[src/rtl/ps2_host_tx_if.sv]
`timescale 1ns/1ps
// Command handshake and transfer status between the PS/2 host transmitter
// and its client (mouse init sequencer or testbench).
interface ps2_host_tx_if;
    logic [7:0] tx_data;
    logic       tx_valid;
    logic       tx_ready;
    logic       done;
    logic       ack_err;
    logic       timeout_err;

    modport master (
        output tx_data, tx_valid,
        input  tx_ready, done, ack_err, timeout_err
    );

    modport slave (
        input  tx_data, tx_valid,
        output tx_ready, done, ack_err, timeout_err
    );
endinterface

[src/rtl/ps2_host_tx.sv]
`timescale 1ns/1ps
// PS/2 host-to-device command transmitter: request-to-send, 11-bit frame
// clocked by the device, ack check, per-edge timeout. Open-collector via OEs.
//
//   state     | meaning
//   ----------+-----------------------------------------------------------
//   IDLE      | tx_ready high, waiting for a command byte
//   INHIBIT   | holding PS2Clk low for INHIBIT_CYCLES
//   RTS       | one cycle with clock and data both low (start bit)
//   SEND      | shifting d0..d7, parity, stop on device clock falls
//   ACK       | sampling the device ack bit on the 11th fall
//   WAIT_IDLE | waiting for both lines to return high, then done
module ps2_host_tx #(
    parameter int INHIBIT_CYCLES = 12000,
    parameter int TIMEOUT_CYCLES = 2000000,
    parameter int FILTER_LEN     = 8
) (
    input  logic           clk,
    input  logic           rst_n,
    ps2_host_tx_if.slave   bus,
    input  logic           ps2_clk_i,
    input  logic           ps2_data_i,
    output logic           ps2_clk_oe,
    output logic           ps2_data_oe
);

    localparam int CNT_MAX = (INHIBIT_CYCLES > TIMEOUT_CYCLES) ? INHIBIT_CYCLES : TIMEOUT_CYCLES;
    localparam int CW      = $clog2(CNT_MAX + 1);
    localparam int FW      = $clog2(FILTER_LEN + 1);

    typedef enum logic [2:0] {
        IDLE,
        INHIBIT,
        RTS,
        SEND,
        ACK,
        WAIT_IDLE
    } state_t;

    state_t          state;
    logic            clk_meta, clk_sync, data_meta, data_sync;
    logic            clk_filt, clk_filt_q;
    logic [FW-1:0]   flt_cnt;
    logic [CW-1:0]   timer;
    logic [9:0]      frame;
    logic [3:0]      bit_idx;
    logic            tx_ready_r, done_r, ack_err_r, timeout_err_r;
    logic            fall;
    logic            tmo_hit;

    // Synchronizers reset to the idle (released, pulled-up) line level.
    always_ff @(posedge clk or negedge rst_n) begin
        if (!rst_n) begin
            clk_meta   <= 1'b1;
            clk_sync   <= 1'b1;
            data_meta  <= 1'b1;
            data_sync  <= 1'b1;
            clk_filt   <= 1'b1;
            clk_filt_q <= 1'b1;
            flt_cnt    <= '0;
        end else begin
            clk_meta   <= ps2_clk_i;
            clk_sync   <= clk_meta;
            data_meta  <= ps2_data_i;
            data_sync  <= data_meta;
            clk_filt_q <= clk_filt;
            if (clk_sync == clk_filt) begin
                flt_cnt <= '0;
            end else if (flt_cnt == FW'(FILTER_LEN - 1)) begin
                clk_filt <= clk_sync;
                flt_cnt  <= '0;
            end else begin
                flt_cnt <= flt_cnt + 1'b1;
            end
        end
    end

    assign fall    = clk_filt_q & ~clk_filt;
    assign tmo_hit = ((state == SEND) || (state == ACK) || (state == WAIT_IDLE))
                     && !fall && (timer == '0);

    always_ff @(posedge clk or negedge rst_n) begin
        if (!rst_n) begin
            state         <= IDLE;
            ps2_clk_oe    <= 1'b0;
            ps2_data_oe   <= 1'b0;
            tx_ready_r    <= 1'b1;
            done_r        <= 1'b0;
            ack_err_r     <= 1'b0;
            timeout_err_r <= 1'b0;
            timer         <= '0;
            frame         <= '0;
            bit_idx       <= '0;
        end else begin
            done_r <= 1'b0;
            case (state)
                IDLE: begin
                    if (bus.tx_valid) begin
                        frame         <= {1'b1, ~^bus.tx_data, bus.tx_data};
                        ack_err_r     <= 1'b0;
                        timeout_err_r <= 1'b0;
                        tx_ready_r    <= 1'b0;
                        ps2_clk_oe    <= 1'b1;
                        timer         <= CW'(INHIBIT_CYCLES - 1);
                        state         <= INHIBIT;
                    end
                end
                INHIBIT: begin
                    if (timer == '0) begin
                        ps2_data_oe <= 1'b1;
                        state       <= RTS;
                    end else begin
                        timer <= timer - 1'b1;
                    end
                end
                RTS: begin
                    ps2_clk_oe <= 1'b0;
                    timer      <= CW'(TIMEOUT_CYCLES - 1);
                    bit_idx    <= '0;
                    state      <= SEND;
                end
                SEND: begin
                    if (fall) begin
                        timer       <= CW'(TIMEOUT_CYCLES - 1);
                        ps2_data_oe <= ~frame[bit_idx];
                        if (bit_idx == 4'd9) begin
                            state <= ACK;
                        end else begin
                            bit_idx <= bit_idx + 1'b1;
                        end
                    end else begin
                        timer <= timer - 1'b1;
                    end
                end
                ACK: begin
                    if (fall) begin
                        timer     <= CW'(TIMEOUT_CYCLES - 1);
                        ack_err_r <= data_sync;
                        state     <= WAIT_IDLE;
                    end else begin
                        timer <= timer - 1'b1;
                    end
                end
                WAIT_IDLE: begin
                    if (fall) begin
                        timer <= CW'(TIMEOUT_CYCLES - 1);
                    end else begin
                        timer <= timer - 1'b1;
                    end
                    if (clk_filt && data_sync) begin
                        done_r     <= 1'b1;
                        tx_ready_r <= 1'b1;
                        state      <= IDLE;
                    end
                end
                default: begin
                    ps2_clk_oe  <= 1'b0;
                    ps2_data_oe <= 1'b0;
                    tx_ready_r  <= 1'b1;
                    state       <= IDLE;
                end
            endcase

            // A silent device aborts the transfer from any clocked phase.
            if (tmo_hit) begin
                ps2_clk_oe    <= 1'b0;
                ps2_data_oe   <= 1'b0;
                timeout_err_r <= 1'b1;
                done_r        <= 1'b1;
                tx_ready_r    <= 1'b1;
                timer         <= '0;
                state         <= IDLE;
            end
        end
    end

    assign bus.tx_ready    = tx_ready_r;
    assign bus.done        = done_r;
    assign bus.ack_err     = ack_err_r;
    assign bus.timeout_err = timeout_err_r;

endmodule

[src/flat_wrapper.sv]
// flat-port wrapper written by rule: the top's interface ports become plain ports
module ps2_host_tx_flat 
#(
    parameter int INHIBIT_CYCLES = 12000,
    parameter int TIMEOUT_CYCLES = 2000000,
    parameter int FILTER_LEN     = 8
)
  (clk, rst_n, ps2_clk_i, ps2_data_i, ps2_clk_oe, ps2_data_oe, bus_tx_data, bus_tx_valid, bus_tx_ready, bus_done, bus_ack_err, bus_timeout_err);
  ps2_host_tx_if bus_i ();
  input  logic clk;
  input  logic rst_n;
  input  logic ps2_clk_i;
  input  logic ps2_data_i;
  output logic ps2_clk_oe;
  output logic ps2_data_oe;
  input wire logic [$bits(bus_i.tx_data)-1:0] bus_tx_data;
  input wire logic [$bits(bus_i.tx_valid)-1:0] bus_tx_valid;
  output wire logic [$bits(bus_i.tx_ready)-1:0] bus_tx_ready;
  output wire logic [$bits(bus_i.done)-1:0] bus_done;
  output wire logic [$bits(bus_i.ack_err)-1:0] bus_ack_err;
  output wire logic [$bits(bus_i.timeout_err)-1:0] bus_timeout_err;
  assign bus_i.tx_data = bus_tx_data;
  assign bus_i.tx_valid = bus_tx_valid;
  assign bus_tx_ready = bus_i.tx_ready;
  assign bus_done = bus_i.done;
  assign bus_ack_err = bus_i.ack_err;
  assign bus_timeout_err = bus_i.timeout_err;
  ps2_host_tx #(.INHIBIT_CYCLES(INHIBIT_CYCLES), .TIMEOUT_CYCLES(TIMEOUT_CYCLES), .FILTER_LEN(FILTER_LEN)) u_core (.clk(clk), .rst_n(rst_n), .bus(bus_i), .ps2_clk_i(ps2_clk_i), .ps2_data_i(ps2_data_i), .ps2_clk_oe(ps2_clk_oe), .ps2_data_oe(ps2_data_oe));
endmodule
[config.mk]
export PLATFORM = sky130hd
export DESIGN_NAME = ps2_host_tx_flat
export DESIGN_NICKNAME = d
export VERILOG_FILES = /design/src/rtl/ps2_host_tx_if.sv /design/src/rtl/ps2_host_tx.sv /design/src/flat_wrapper.sv
export SDC_FILE = /design/constraint.sdc
export NUM_CORES = 1
export LEC_CHECK = 0
export BUFFER_PORTS_ARGS = -buffer_cell sky130_fd_sc_hd__buf_2
export CORE_UTILIZATION = 45
export CTS_CLUSTER_DIAMETER = 200
export DETAILED_ROUTE_END_ITERATION = 10
export SYNTH_ARGS = -nofsm -noshare
export SYNTH_HDL_FRONTEND = slang
export SYNTH_SLANG_ARGS = --single-unit
[constraint.sdc]
create_clock -name clk -period 2.9 [get_ports clk]
set_clock_uncertainty 0.2 [all_clocks]
set_input_delay 0.29 -clock clk [delete_from_list [all_inputs] [get_ports clk]]
set_output_delay 0.29 -clock clk [all_outputs]
set_load 0.01 [all_outputs]
* Word-level counts from Yosys, hierarchy flattened
Index checks and enable logic that the tools add are counted.
** Word-level totals
- Flip-flop bits (word level) :: 54
- Bits in latches :: 0
- RAM bits :: 0
- Bits in read-only memories :: 0
- Output and inout bits :: 6
- Word-level logic and storage cells :: 113
- Memories :: 0
** Cells by class
- $add $sub $neg :: 3
- $mul :: 0
- Div/mod/pow operators :: 0
- Magnitude comparators :: 1
- Equality and inequality tests :: 22
- Shifts and indexed selects :: 0
- Mux-type cells :: 38
- Bitwise operators :: 4
- Reductions and logical operators :: 28
** Operator list (count)
- $mux W21 :: 4
- $pmux W21 S4 :: 1
- $logic_not A21 Y1 :: 1
- $mux W3 :: 7
- $sub A21 B1 Y21 const B :: 1
- $pmux W3 S6 :: 1
- $mux W4 :: 4
- $mux W1 :: 15
- $reduce_and A3 Y1 :: 5
- $ne A3 B2 Y1 const B :: 4
- $reduce_or A4 Y1 :: 3
- $ne A2 B1 Y1 const B :: 5
- $ne A3 B1 Y1 const B :: 3
- $add A4 B1 Y4 const B :: 2
- $pmux W4 S2 :: 1
- $reduce_and A2 Y1 :: 4
- $reduce_bool A2 Y1 :: 4
- $reduce_xnor A8 Y1 :: 1
- $eq A3 B2 Y1 const B :: 2
- $eq A3 B3 Y1 const B :: 2
- $pmux W1 S3 :: 2
- $reduce_and A6 Y1 :: 1
- $lt A4 B5 Y1 const B :: 1
- $reduce_bool A5 Y1 :: 1
- 14 further kinds :: 21

* Logic depth before layout (Yosys ltp)
- Word-level depth :: 7
- Gate-level depth with buffers :: 10

* Least setup slack after synthesis
OpenSTA, ideal clock, no wires.
- Kind :: reg-to-reg
- Start point :: register u_core.timer[0]
- End point :: register u_core.ps2_data_oe
- Data arrival time :: 2315 ps
- Data required time :: 2575 ps
- Slack :: 260 ps
- Stages on the path, launching flop included :: 9
- Path buffers :: 1
- Period minus slack after synthesis :: 2640 ps
- Cells stage by stage :: dfrtp_1 inv_1 ha_1 or4b_1 clkbuf_1 nor2_2 nand2_4 a221oi_2 mux2_2
** On the way
- Word-level cells in the longest chain between the ends :: 4
- Elaborated cells between the ends (all ways) :: 7
- Classes of those cells :: 3 x eq/ne; 1 x mux; 3 x reduce/logical
** Ends and longest elaborated chain
- start, declared :: RTL line ps2_host_tx.sv:44 : logic [CW-1:0] timer;
- start signal, assigned :: RTL line ps2_host_tx.sv:104 : timer <= CW'(INHIBIT_CYCLES - 1);
- start signal, assigned :: RTL line ps2_host_tx.sv:113 : timer <= timer - 1'b1;
- start signal, assigned :: RTL line ps2_host_tx.sv:118 : timer <= CW'(TIMEOUT_CYCLES - 1);
- $logic_not A21 Y1 (*) :: RTL line ps2_host_tx.sv:80, ps2_host_tx.sv:109
- $logic_and A1 B1 Y1 :: RTL line ps2_host_tx.sv:80 : && !fall && (timer == '0);
- $ne A3 B1 Y1 (no source line) or $ne A2 B1 Y1 (tied branches)
- $reduce_and A3 Y1 (no source line)
- end signal, assigned :: RTL line ps2_host_tx.sv:125 : ps2_data_oe <= ~frame[bit_idx];
- end, declared :: RTL line ps2_host_tx.sv:24 : output logic ps2_data_oe
Every way passes the cells marked *; elsewhere a longest branch is shown, timed or not.
A chain may end at the register's enable or synchronous reset.

* Worst setup path after layout
- Start point :: register u_core.timer[10]
- End point :: register u_core.timer[11]
** On the way
- Word-level cells in the longest chain between the ends :: 4
- Elaborated cells between the ends (all ways) :: 11
- Classes of those cells :: 1 x add/sub; 2 x eq/ne; 4 x mux; 4 x reduce/logical
** Ends and longest elaborated chain
- $sub A21 B1 Y21 or $logic_not A21 Y1 (tied branches)
- $mux W21 (tied with other cells) :: RTL line ps2_host_tx.sv:123, ps2_host_tx.sv:136, ps2_host_tx.sv:145
- $pmux W21 S4 (tied with other cells) :: RTL line ps2_host_tx.sv:96 : case (state)
- $mux W21 or $reduce_and A3 Y1 (tied branches)
Several ways; a longest one is shown, not always the timed one. The select of a mux whose other input is x is not followed.

==> report_table.html <==
<table>
<tr><th>Metric</th><th>Value</th></tr>
<tr><th colspan="2">Worst setup path</th></tr>
<tr><td>Critical path data required time</td><td>slightly below 3 ns</td></tr>
<tr><td>Chain of cells forming the critical path</td><td>or4_1 -&gt; and4bb_1 -&gt; a41o_1 -&gt; buf_12 -&gt; a211oi_2 -&gt; o22ai_1</td></tr>
<tr><td>Highest-delay cell along the critical path</td><td>sky130_fd_sc_hd__and4bb_1</td></tr>
<tr><td>Crit Path Max Fanout</td><td>22</td></tr>
<tr><td>Depth of the worst register-to-register path</td><td>6</td></tr>
<tr><td>Worst endpoint data arrival time</td><td>around 2.7 ns</td></tr>
<tr><td>Crit. End Element</td><td>register</td></tr>
<tr><td>Worst setup path class</td><td>register to register</td></tr>
<tr><td>Critical path depth in cells</td><td>6</td></tr>
<tr><td>Cell type group with the largest total delay on the critical path</td><td>simple AND/OR/NAND/NOR gates</td></tr>
<tr><td>CP max stage delay</td><td>0.61 ns</td></tr>
<tr><td>Type of element launching the critical path</td><td>register</td></tr>
<tr><td>Buffers plus inverters on the worst setup path</td><td>1</td></tr>
<tr><th colspan="2">STA</th></tr>
<tr><td>Final number of hold-violating endpoints</td><td>0</td></tr>
<tr><td>Setup repair after global routing missed its margin</td><td>no</td></tr>
<tr><td>Setup TNS</td><td>0 ns</td></tr>
<tr><td>Final worst path period need</td><td>~2.7 ns</td></tr>
<tr><td>Final worst-path cycle share</td><td>93.0%</td></tr>
<tr><td>Highest achievable clock rate</td><td>about 370 MHz</td></tr>
<tr><td>Number of slew-limit violations in the final report</td><td>0</td></tr>
<tr><td>Worst slew margin</td><td>25.7%</td></tr>
<tr><td>Final setup violation count</td><td>0</td></tr>
<tr><td>Transition time at the pin with the least slew margin</td><td>roughly 1.1 ns</td></tr>
<tr><th colspan="2">Clock tree</th></tr>
<tr><td>Sinks on the clock net</td><td>54</td></tr>
<tr><td>Postcts setup bufs</td><td>0</td></tr>
<tr><td>H-Tree Level Count</td><td>2</td></tr>
<tr><td>Root buffer selected by CTS</td><td>sky130_fd_sc_hd__clkbuf_8</td></tr>
<tr><td>Cts bufs inserted</td><td>5</td></tr>
<tr><td>CTS tree</td><td>done</td></tr>
<tr><td>Clock network latency to the later pin of the worst-skew pair</td><td>approximately 0.31 ns</td></tr>
<tr><td>Clock transition at the registers of the reported paths</td><td>~0.11 ns</td></tr>
<tr><td>Worst-case clock buffer depth</td><td>2</td></tr>
<tr><th colspan="2">Die</th></tr>
<tr><td>Total core area</td><td>6790 sq um</td></tr>
<tr><td>Total die area</td><td>7370 sq um</td></tr>
<tr><td>I/O pin cnt</td><td>19</td></tr>
<tr><td>Width of the die</td><td>85.9 um</td></tr>
<tr><td>Die H</td><td>between 80 and 90 um</td></tr>
<tr><td>Number of rows in the core area</td><td>30</td></tr>
<tr><td>Initial Util</td><td>between 40% and 50%</td></tr>
<tr><th colspan="2">Synth</th></tr>
<tr><td>Number of distinct standard cells referenced by the synthesized netlist</td><td>66</td></tr>
<tr><td>Instance count of the mapped netlist</td><td>354</td></tr>
<tr><td>Post-synth EDFFs</td><td>0</td></tr>
<tr><td>Top flip-flop cell by instance count after synthesis</td><td>sky130_fd_sc_hd__dfrtp_1</td></tr>
<tr><td>Synth Warn #</td><td>0</td></tr>
<tr><td>Mapped Avg Cell Area</td><td>between 8 and 9 sq um</td></tr>
<tr><td>Most frequent cell after synthesis</td><td>sky130_fd_sc_hd__nand2_1</td></tr>
<tr><td>Nets in the synthesized netlist</td><td>371</td></tr>
<tr><td>Commonest cells in the netlist</td><td>55 x sky130_fd_sc_hd__nand2_1, 47 x sky130_fd_sc_hd__dfrtp_1, 23 x sky130_fd_sc_hd__nor2_1</td></tr>
<tr><td>Flip-flop and latch count after synthesis</td><td>54</td></tr>
<tr><td>Fraction of the yosys area taken by sequential cells</td><td>43.0%</td></tr>
<tr><td>Post-synth design cell area</td><td>around 3200 sq um</td></tr>
<tr><td>Share of flip-flops with an asynchronous set or reset</td><td>100%</td></tr>
<tr><td>Dominant cells by area after synthesis</td><td>sky130_fd_sc_hd__dfrtp_1 37%, sky130_fd_sc_hd__nand2_1 6.5%, sky130_fd_sc_hd__dfstp_2 5.8%</td></tr>
<tr><td>Yosys top cell area share</td><td>around 37%</td></tr>
<tr><td>Library cell occupying the most area in the post-synthesis netlist</td><td>sky130_fd_sc_hd__dfrtp_1</td></tr>
<tr><th colspan="2">Drt</th></tr>
<tr><td>Post-detailed-route DRC marker count</td><td>0</td></tr>
<tr><td>Routed wire length</td><td>7.78 mm</td></tr>
<tr><td>Drt pass-1 iters</td><td>4</td></tr>
<tr><td>Total number of vias</td><td>2786</td></tr>
<tr><td>Remaining number of nets flagged by the antenna check after routing</td><td>0</td></tr>
<tr><td>DR WL/cell</td><td>approximately 16 um</td></tr>
<tr><td>Iteration-0 DRC count of the detailed router</td><td>168</td></tr>
<tr><td>Via/cell ratio</td><td>5.78</td></tr>
<tr><th colspan="2">Place</th></tr>
<tr><td>Routability cong.</td><td>around 0.86</td></tr>
<tr><td>Placed cell count</td><td>between 400 and 500</td></tr>
<tr><td>Post-DP Area</td><td>approximately 3400 sq um</td></tr>
<tr><td>IO buf count</td><td>18</td></tr>
<tr><td>DP Wirelength</td><td>5.41 mm</td></tr>
<tr><th colspan="2">Power</th></tr>
<tr><td>Max IR drop VDD</td><td>about 0.00033 V</td></tr>
<tr><td>Pwr per Cell Area</td><td>about 600 nW/um^2</td></tr>
<tr><td>Internal Pwr Total</td><td>approximately 1.4 mW</td></tr>
<tr><td>Portion of total power attributed to sequential cells</td><td>between 40% and 50%</td></tr>
<tr><td>Proportion of power drawn by combinational gates</td><td>a little under a third</td></tr>
<tr><td>Portion of total power attributed to the clock network</td><td>between 20% and 30%</td></tr>
<tr><td>Total power consumption of the routed design</td><td>between 2 and 2.5 mW</td></tr>
<tr><td>Leak pwr</td><td>around 1.6 nW</td></tr>
<tr><td>Switch Pwr</td><td>between 700 and 800 uW</td></tr>
<tr><td>Fraction of power spent switching nets</td><td>between 30 and 40%</td></tr>
<tr><th colspan="2">Global route</th></tr>
<tr><td>Total global-route track usage</td><td>a little under a quarter</td></tr>
<tr><td>Total congestion overflow after global routing</td><td>0</td></tr>
<tr><td>Via count of the first global-routing pass</td><td>roughly 2600</td></tr>
<tr><td>Largest net degree at the start of global routing</td><td>55</td></tr>
<tr><td>Wire length of the first global-routing pass</td><td>approximately 13 mm</td></tr>
<tr><td>Initial antenna violation count</td><td>0</td></tr>
<tr><th colspan="2">Layout</th></tr>
<tr><td>Total number of nets in the final design</td><td>around 400</td></tr>
<tr><td>Count of filler cells inserted in the layout</td><td>645</td></tr>
<tr><td>Util after Layout</td><td>a little over half</td></tr>
<tr><td>Fraction of final layout cells sized beyond drive strength 1</td><td>~17%</td></tr>
<tr><td>Number of antenna cells inserted</td><td>0</td></tr>
<tr><td>Final Instance Area</td><td>3610 sq um</td></tr>
<tr><td>Cell Count, Final, Fillers Out</td><td>slightly below 500</td></tr>
<tr><td>Area added between synthesis and finish</td><td>14.1%</td></tr>
<tr><th colspan="2">Hold path</th></tr>
<tr><td>Hold-critical path depth</td><td>0</td></tr>
<tr><td>Type of the tightest min-delay check</td><td>register to register</td></tr>
<tr><th colspan="2">Job</th></tr>
<tr><td>Maxcap violations</td><td>0</td></tr>
<tr><th colspan="2">Status</th></tr>
<tr><td>Run status</td><td>completed</td></tr>
</table>
## power groups by stage
stage | clock, mW | combinational, mW | sequential [mW]
finish | 0.455 | 0.665 | 1.02
global route | 0.502 | 0.756 | 1.04
detailed placement | 0 | 0.650 | 1.04
CTS | 0.476 | 0.665 | 1.02
floorplan | 0 | 0.506 | 0.984
global placement | 0 | 0.645 | 1.03
## flip-flops by register name (all words and copies together), names as in the netlist, 3 cells and up
name            flops
u_core.frame       10
u_core.state        3
u_core.timer       21
u_core.flt_cnt      4
u_core.bit_idx      4
## cell type report
cell class                      count  area (sq um)  area share, %
Multi-Input combinational cell    266          1650           45.5
Tap cell                           96           120           3.33
Timing Repair Buffer               47           348           9.63
Clock inverter                      3          28.8          0.797
Clock buffer                        5          68.8           1.91
Sequential cell                    54          1360           37.7
Inverter                           11          41.3           1.14
## worst reg2reg max path: cells and delay by family (launching register included)
kind | cells | cell delay (ns)
compound gates | 3 | 0.64
buf+inv | 1 | 0.20
flops | 1 | 0.44
simple gates | 2 | 1.14
## stage by stage
stage	hold WS, ns	setup WS (ns)
finish	0.163	0.203
CTS	0.165	0.220
floorplan	-0.206	0.260
global placement	0.149	0.268
detailed placement	0.149	0.257
global route	0.168	0.0868
## placed cells by master, fill, tap and decap left out, types with 3 or more instances in the layout
master,count
sky130_fd_sc_hd__o211ai_1,7
sky130_fd_sc_hd__xnor2_1,8
sky130_fd_sc_hd__nor2b_1,4
sky130_fd_sc_hd__buf_4,17
sky130_fd_sc_hd__o21ai_0,16
sky130_fd_sc_hd__a31oi_1,11
sky130_fd_sc_hd__o21ai_1,13
sky130_fd_sc_hd__a22o_1,4
sky130_fd_sc_hd__nor4_1,3
sky130_fd_sc_hd__dlygate4sd3_1,11
sky130_fd_sc_hd__clkbuf_8,5
sky130_fd_sc_hd__o41ai_1,7
sky130_fd_sc_hd__nand2_1,55
sky130_fd_sc_hd__ha_1,4
sky130_fd_sc_hd__buf_2,18
sky130_fd_sc_hd__nor3_1,12
sky130_fd_sc_hd__a21oi_1,19
sky130_fd_sc_hd__dfrtp_1,47
sky130_fd_sc_hd__or4_1,3
sky130_fd_sc_hd__inv_1,11
sky130_fd_sc_hd__nor2_1,23
sky130_fd_sc_hd__dfstp_2,7
sky130_fd_sc_hd__o31ai_1,3
sky130_fd_sc_hd__o22ai_1,5
sky130_fd_sc_hd__or3_1,3
sky130_fd_sc_hd__nand2b_1,7
sky130_fd_sc_hd__nand3_1,11
## layer usage
metal	track usage, %	up-vias	wire length [um]
met5	0	-	0
met4	5.45	0	81
met3	3.27	7	341
met2	37.6	75	3640
met1	32.6	1345	3710
li1	-	1359	-
## worst paths after layout
kind | start | end | slack, ns
setup / recovery | u_core.timer[10] | u_core.timer[11] | 0.20
hold / removal | u_core.clk_meta | u_core.clk_sync | 0.16
setup reg to reg | u_core.timer[10] | u_core.timer[11] | 0.20
hold reg to reg | u_core.clk_meta | u_core.clk_sync | 0.16
max in group asynchronous | rst_n | u_core.timer[17] | 1.60
min in group asynchronous | rst_n | u_core.flt_cnt[2] | 0.43
## what timing repair did
item	4_1_cts	5_1_grt
gates resized for setup	0	0
endpoints found under the setup margin	0	0
hold endpoints to repair	57	0
hold buffers	11	0
## kinds of logic (layout without fill, tap and decap cells)
logic type                 Yosys count  count (layout)  synth area share [%]
xor gates and xnor gates             9               9                  2.49
and+or+nand+nor                    138             138                  21.9
muxes                                6               6                  2.77
DFF                                 54              54                  43.0
adders and majority gates            4               4                  1.58
AOI/OAI and AO/OA                  109             109                  23.2
buffers and inverters               34              66                  5.06
(Power assumes the default switching activity.)
